**src/rtl/uart_rx_fsm.sv**
```systemverilog
// UART receive FSM: 2-FF line sync, oversampled start/data/parity/stop,
// triplicated state and bit counter with majority voting.
module uart_rx_fsm #(
  parameter int OVERSAMPLE = 16,
  parameter int BITNUMBER  = 8
) (
  input  logic       clk,
  input  logic       rst,
  input  logic       p_SampleSig_i,
  input  logic       Rx_i,
  input  logic       ParityEnable_i,
  input  logic       ParityOdd_i,
  input  logic       p_FiFoFull_i,
  output logic [7:0] Data_o,
  output logic       p_DataValid_o,
  output logic       p_ParityErr_o,
  output logic       p_FrameErr_o,
  output logic       p_Overrun_o,
  output logic [4:0] State_o,
  output logic [3:0] BitCounter_o
);

  typedef enum logic [4:0] {
    IDLE      = 5'b00001,
    STARTBIT  = 5'b00010,
    DATABITS  = 5'b00100,
    PARITYBIT = 5'b01000,
    STOPBIT   = 5'b10000
  } state_t;

  localparam logic [3:0] SMID  = 4'(OVERSAMPLE / 2 - 1);
  localparam logic [3:0] SLAST = 4'(OVERSAMPLE - 1);
  localparam logic [3:0] NBITS = 4'(BITNUMBER);
  localparam logic [3:0] LASTB = 4'(BITNUMBER - 1);
  localparam int         SH    = 8 - BITNUMBER;

  logic       rx_m;
  logic       rx_s;
  logic [4:0] state_A_r;
  logic [4:0] state_B_r;
  logic [4:0] state_C_r;
  logic [4:0] state_v;
  logic [3:0] bitcnt_A_r;
  logic [3:0] bitcnt_B_r;
  logic [3:0] bitcnt_C_r;
  logic [3:0] bitcnt_v;
  logic [3:0] scnt;
  logic [7:0] shreg;
  logic [7:0] data_al;
  logic       armed;
  logic       par_en;
  logic       par_odd;
  logic       perr;
  logic       onehot;
  logic       tick;
  state_t     state_n;
  logic [3:0] bitcnt_n;

  assign state_v  = (state_A_r & state_B_r) |
                    (state_B_r & state_C_r) |
                    (state_A_r & state_C_r);
  assign bitcnt_v = (bitcnt_A_r & bitcnt_B_r) |
                    (bitcnt_B_r & bitcnt_C_r) |
                    (bitcnt_A_r & bitcnt_C_r);
  assign onehot   = (state_v != 5'd0) &&
                    ((state_v & (state_v - 5'd1)) == 5'd0);
  assign tick     = p_SampleSig_i;
  assign data_al  = shreg >> SH;

  assign State_o      = state_v;
  assign BitCounter_o = bitcnt_v;

  // Bring the asynchronous serial line into the clk domain.
  always_ff @(posedge clk or negedge rst) begin
    if (!rst) begin
      rx_m <= 1'b1;
      rx_s <= 1'b1;
    end else begin
      rx_m <= Rx_i;
      rx_s <= rx_m;
    end
  end

  // Next state and bit count, derived from the voted copies.
  always_comb begin
    state_n  = state_t'(state_v);
    bitcnt_n = bitcnt_v;
    if (!onehot) begin
      state_n  = IDLE;
      bitcnt_n = 4'd0;
    end else if (tick) begin
      unique case (1'b1)
        state_v[0]: begin
          bitcnt_n = 4'd0;
          if (!rx_s && armed)
            state_n = STARTBIT;
        end
        state_v[1]: begin
          bitcnt_n = 4'd0;
          if (scnt == SMID)
            state_n = rx_s ? IDLE : DATABITS;
        end
        state_v[2]: begin
          if (scnt == SLAST) begin
            bitcnt_n = (bitcnt_v >= NBITS) ? NBITS
                                           : bitcnt_v + 4'd1;
            if (bitcnt_v >= LASTB)
              state_n = par_en ? PARITYBIT : STOPBIT;
          end
        end
        state_v[3]: begin
          if (scnt == SLAST)
            state_n = STOPBIT;
        end
        state_v[4]: begin
          if (scnt == SLAST) begin
            state_n  = IDLE;
            bitcnt_n = 4'd0;
          end
        end
        default: ;
      endcase
    end
  end

  // All three copies take the same voted-derived next value.
  always_ff @(posedge clk or negedge rst) begin
    if (!rst) begin
      state_A_r  <= IDLE;
      state_B_r  <= IDLE;
      state_C_r  <= IDLE;
      bitcnt_A_r <= 4'd0;
      bitcnt_B_r <= 4'd0;
      bitcnt_C_r <= 4'd0;
    end else begin
      state_A_r  <= state_n;
      state_B_r  <= state_n;
      state_C_r  <= state_n;
      bitcnt_A_r <= bitcnt_n;
      bitcnt_B_r <= bitcnt_n;
      bitcnt_C_r <= bitcnt_n;
    end
  end

  // Sample counter, data shifting, parity and the result pulses.
  always_ff @(posedge clk or negedge rst) begin
    if (!rst) begin
      scnt          <= 4'd0;
      shreg         <= 8'd0;
      armed         <= 1'b1;
      par_en        <= 1'b0;
      par_odd       <= 1'b0;
      perr          <= 1'b0;
      Data_o        <= 8'd0;
      p_DataValid_o <= 1'b0;
      p_ParityErr_o <= 1'b0;
      p_FrameErr_o  <= 1'b0;
      p_Overrun_o   <= 1'b0;
    end else begin
      p_DataValid_o <= 1'b0;
      p_ParityErr_o <= 1'b0;
      p_FrameErr_o  <= 1'b0;
      p_Overrun_o   <= 1'b0;
      if (!onehot) begin
        scnt <= 4'd0;
      end else if (tick) begin
        if (rx_s)
          armed <= 1'b1;
        unique case (1'b1)
          state_v[0]: begin
            scnt <= 4'd0;
          end
          state_v[1]: begin
            if (scnt == SMID) begin
              scnt <= 4'd0;
              if (!rx_s) begin
                par_en  <= ParityEnable_i;
                par_odd <= ParityOdd_i;
                shreg   <= 8'd0;
                perr    <= 1'b0;
              end
            end else begin
              scnt <= scnt + 4'd1;
            end
          end
          state_v[2]: begin
            if (scnt == SLAST) begin
              scnt  <= 4'd0;
              shreg <= {rx_s, shreg[7:1]};
            end else begin
              scnt <= scnt + 4'd1;
            end
          end
          state_v[3]: begin
            if (scnt == SLAST) begin
              scnt <= 4'd0;
              perr <= rx_s ^ (^data_al) ^ par_odd;
            end else begin
              scnt <= scnt + 4'd1;
            end
          end
          state_v[4]: begin
            if (scnt == SLAST) begin
              scnt          <= 4'd0;
              Data_o        <= data_al;
              p_DataValid_o <= ~p_FiFoFull_i;
              p_Overrun_o   <= p_FiFoFull_i;
              p_ParityErr_o <= perr;
              p_FrameErr_o  <= ~rx_s;
              if (!rx_s)
                armed <= 1'b0;
            end else begin
              scnt <= scnt + 4'd1;
            end
          end
          default: ;
        endcase
      end
    end
  end

endmodule

```
**config.mk**
```make
export PLATFORM = sky130hd
export DESIGN_NAME = uart_rx_fsm
export DESIGN_NICKNAME = d
export VERILOG_FILES = /design/src/rtl/uart_rx_fsm.sv
export SDC_FILE = /design/constraint.sdc
export NUM_CORES = 1
export LEC_CHECK = 0
export CAP_MARGIN = 20
export CORE_UTILIZATION = 40
export DETAILED_ROUTE_END_ITERATION = 6
export GPL_ROUTABILITY_DRIVEN = 0
export HOLD_SLACK_MARGIN = 0.03
export PLACE_DENSITY = 0.66
export SKIP_CTS_REPAIR_TIMING = 1
export SYNTH_ARGS = -nofsm -noshare
export SYNTH_HDL_FRONTEND = slang
export SYNTH_SLANG_ARGS = --single-unit
```
**constraint.sdc**
```tcl
create_clock -name clk -period 5 [get_ports clk]
set_clock_uncertainty 0.1 [all_clocks]
set_input_delay 1 -clock clk [delete_from_list [all_inputs] [get_ports clk]]
set_output_delay 1 -clock clk [all_outputs]
set_load 0.02 [all_outputs]
```
* After elaboration in Yosys (flattened, before gate mapping)
Index checks and enable logic that the tools add are counted.
Operators by class: shift-type cells 0, add/subtract/negate cells 3, reduce and logical (&&, ||, !) cells 16, magnitude comparators 2, bitwise logic cells 11, eq/ne operators 8, divide/modulo/power cells 0, $mul 0, multiplexer cells 50
Operator list (count):
- 4-bit two-way mux | 9
- 5-bit two-way mux | 7
- 5-bit one-hot mux with 5 select lines | 1
- 8-bit two-way mux | 3
- 4-bit one-hot mux with 3 select lines | 2
- 1-bit two-way mux | 23
- 8-bit one-hot mux with 2 select lines | 1
- 6-bit AND reduction | 2
- 5-bit AND | 2
- 5-bit OR | 2
- 4-bit by 1-bit adder with 4-bit output, second input constant | 2
- 2-bit by 1-bit inequality test with 1-bit output, second input constant | 4
- 4-bit OR | 2
- 8-bit XOR reduction | 1
- 3-bit two-way mux | 2
- 5-bit zero test | 1
- 5-bit AND reduction | 1
- 5-bit nonzero test | 1
- 5-bit by 1-bit subtractor with 5-bit output, second input constant | 1
- 4-bit AND | 1
- 4-bit by 3-bit == test with 1-bit output, second input constant | 1
- 4-bit == test, second input constant | 1
- 4-bit by 3-bit >= comparator with 1-bit output, second input constant | 1
- 4-bit >= comparator, second input constant | 1
- other kinds (13) | 18
Word-level totals: latch bits 0, bits in read-only memories 0, register bits 39, memories 0, bits in writable memories 0, output and inout port bits 21, logic and storage cells 105

* Depth between registers and ports, before layout
depth after elaboration 9, mapped depth 7

* Least setup slack after synthesis
OpenSTA, ideal clock, no wires.
path type input -> register, start point in p_SampleSig_i, end point reg Data_o[3], slack 2.947 ns, stages 5, arrival 1.828 ns, cell sequence inv_1 a21oi_4 nand3_4 buf_6 mux2_4
Between the ends: cells in the longest elaborated chain, start to end 1
Ends and longest elaborated chain:
- start, declared | line 9 | input logic p_SampleSig_i,
- 4-bit AND reduction (no source line)
- end signal, assigned | line 205 | Data_o <= data_al;
- end, declared | line 14 | output logic [7:0] Data_o,
Every way passes these cells. A chain may end at the register's enable or synchronous reset.

* Worst setup path in the final report
start point reg state_C_r[2], end point out State_o[2]
Between the ends: cells in the longest elaborated chain, start to end 3
Ends and longest elaborated chain:
- start, declared | line 41 | logic [4:0] state_C_r;
- start signal, assigned | line 138 | state_C_r <= state_n;
- 5-bit AND (*) | line 61 | (state_A_r & state_C_r);
- 5-bit OR | line 59 | assign state_v = (state_A_r & state_B_r) |
- 5-bit OR (*) | line 60 | (state_B_r & state_C_r) |
- end, declared | line 19 | output logic [4:0] State_o,
Mark *: on every way between the ends. The rest lies on a longest branch, timed or not.

==> flow_summary.json <==
{
  "grt_pass1_wl_mm": 6.58,
  "cts_inserted_buffers": 5,
  "grtUsageTotal_pct": 16.1,
  "die_y_um": 74.0,
  "hp-class": "flip-flop to flip-flop",
  "crit_required_ns": 3.90,
  "finalCritPeriodShare_pct": 60.0,
  "power-per-cell-area_mw_per_mm2": 394,
  "synth_seq_cells": 39,
  "swShare_pct": 35.4,
  "layout_common_cells": "35 x dfrtp_1, 26 x clkdlybuf4s50_1, 15 x nor2_1, 15 x nand2_1, 13 x inv_1",
  "cpMaxStageDelayCell": "dfrtp_1",
  "critical_path_buf_inv_count": 1,
  "avgRoutedWirePerCell_um": 14.0,
  "setup_ws_ns": 2.00,
  "nNetsFinal": 226,
  "insertion_delay_ns": 0.29,
  "status": "finished clean",
  "worstSetupPathType": "flip-flop to output port",
  "path_cells": "clkdlybuf4s50_1",
  "grt-ovfl-total": 0,
  "rows": 25,
  "finalHoldViolations": 0,
  "grt_pass1_vias": 1365,
  "p_clk_share_pct": 21.9,
  "synth-edff-count": 0,
  "rsz0062_at_grt": "no",
  "syn_avg_cell_area_um2": 10.7,
  "cts-root-buf": "clkbuf_8",
  "post-route-min-period_ns": 3.00,
  "power_leakage_uw": 0.00107,
  "die-area_mm2": 0.00548,
  "whs_path_depth": 0,
  "crit_family": "flip-flops",
  "async_reset_ff_share_pct": 100,
  "htreeDepth": 2,
  "start_util_pct": 42.8,
  "slew_violations": 0,
  "first_iter_violations": 69,
  "cts.path.max_buffers": 2,
  "clock_sinks": 39,
  "intPower_uw": 619,
  "arrival_ns": 1.90,
  "netSwitchingPower_uw": 339,
  "ir_worst_vdd_uv": 187,
  "layout_commonest_cell": "dfrtp_1",
  "routed_wirelength_mm": 3.96,
  "first_pass_iters": 4,
  "timing.fmax_ghz": 0.333,
  "tightest_slew_ns": 0.864,
  "combPwrFrac_pct": 32.9,
  "critPathMaxStageDelay_ns": 0.87,
  "yosys_warnings": 0,
  "ant_nets": 0,
  "core_mm2": 0.00485,
  "diodes": 0,
  "clkTransAtPathRegs_ns": 0.08,
  "worst_setup_path_start_kind": "flip-flop",
  "yosys_most_used_dff": "dfrtp_1",
  "post-route-util_pct": 50.1,
  "critPathMaxFanout": 25,
  "endpoint_kind": "output port",
  "grt_max_degree": 40,
  "tns_ns": 0,
  "layout-drive-gt1-share_pct": 13.8,
  "cts_tree": "built",
  "nFillCells": 453,
  "yosysSeqAreaShare_pct": 47.3,
  "ioPinCount": 28,
  "vias": 1483,
  "area_delta_synth_final_pct": 17.1,
  "io_buffers": 27,
  "ys_types": 46,
  "drcViolationCount": 0,
  "synth_area_mm2": 0.00208,
  "syn_nets": 204,
  "seqPwrFrac_pct": 45.3,
  "max_slew_margin_pct": 42.4,
  "cp.depth": 1,
  "setup_viol": 0,
  "die_w_um": 74.0,
  "place_ws_ns": 1.89,
  "maxCapViolCount": 0,
  "reg2reg_depth": 5,
  "place_hpwl_mm": 2.63,
  "viasPerCell": 5.22,
  "syn_inst": 194,
  "antenna_found_initial": 0
}
[power by group through the flow]
stage          Combinational, uW  Sequential [uW]  Clock [uW]
6_report                     315              434         209
5_1_grt                      351              442         228
4_1_cts                      318              432         214
3_5_place_dp                 314              439           0
3_3_place_gp                 312              437           0
2_1_floorplan                274              415           0
[logic make-up (layout without fill, tap and decap cells)]
family	after synthesis	after routing	share of synthesized area (%)
and+or+nand+nor	59	59	15.2
DFF	39	39	47.3
AOI/OAI and AO/OA	37	37	13.0
buffers and inverters	25	48	6.15
muxes	21	21	11.8
xor gates and xnor gates	10	10	4.88
adders and majority gates	3	3	1.81
[layout make-up]
type	instances	area, um2	area share (%)
clock inverters	2	12.5	0.515
flip-flops and latches	39	981	40.4
repair buffers	27	265	10.9
clock buffers	6	72.6	2.99
inverters	13	48.8	2.01
multi-input cells	130	967	39.8
well taps	67	83.8	3.45
[worst paths after layout]
kind                                    from            to  slack [ns]
worst max-delay path            state_C_r[2]    State_o[2]        2.00
worst min-delay path                    rx_m          rx_s        0.26
worst max register to register  state_C_r[2]    data_al[5]        2.67
worst min register to register          rx_m          rx_s        0.26
max in group asynchronous                rst  state_C_r[4]        3.53
min in group asynchronous                rst  state_C_r[1]        0.71
[registers in the layout, indices dropped and copies added, names as in the netlist, 4 cells and up]
| signal | flops |
|---|---|
| bitcnt_C_r | 4 |
| data_al | 8 |
| Data_o | 8 |
| state_C_r | 5 |
| scnt | 4 |
[synth_stat cells (3+ instances only)]
| cell | number | share of area, % |
|---|---|---|
| dfrtp_1 | 35 | 42 |
| nand2_1 | 15 | 2.7 |
| nor2_1 | 15 | 2.7 |
| inv_1 | 13 | 2.4 |
| a21oi_1 | 10 | 2.4 |
| mux2i_1 | 9 | 4.3 |
| mux2_2 | 7 | 3.8 |
| xnor2_1 | 7 | 3.0 |
| clkbuf_1 | 6 | 1.1 |
| o21ai_0 | 6 | 1.4 |
| and3_1 | 5 | 1.5 |
| mux2_4 | 5 | 3.6 |
| nor3_1 | 5 | 1.2 |
| dfstp_2 | 4 | 5.1 |
| a22o_1 | 3 | 1.3 |
| a22oi_1 | 3 | 1.1 |
| buf_4 | 3 | 1.1 |
| buf_6 | 3 | 1.6 |
| ha_1 | 3 | 1.8 |
| nor2b_1 | 3 | 0.90 |
| o2bb2ai_1 | 3 | 1.3 |
[routing by layer]
| layer | GRT usage, % | share of wire [%] | vias up |
|---|---|---|---|
| met3 | 3.66 | 4.1 | 5 |
| met4 | 7.48 | 1.4 | 0 |
| met1 | 22.9 | 51 | 728 |
| met2 | 23.1 | 43 | 33 |
| li1 | - | - | 717 |
| met5 | 0 | 0 | - |
[stage by stage]
| step | std cells | instance area, um2 | power [uW] | hold WS [ns] |
|---|---|---|---|---|
| after floorplan | 194 | 2080 | 689 | 0.245 |
| after global placement | 276 | 2350 | 749 | 0.246 |
| after detailed placement | 276 | 2350 | 753 | 0.249 |
| after CTS | 284 | 2430 | 963 | 0.260 |
| after global routing | 284 | 2430 | 1020 | 0.266 |
| final | 284 | 2430 | 958 | 0.259 |
Note: power is estimated with default switching activity, not from simulation.
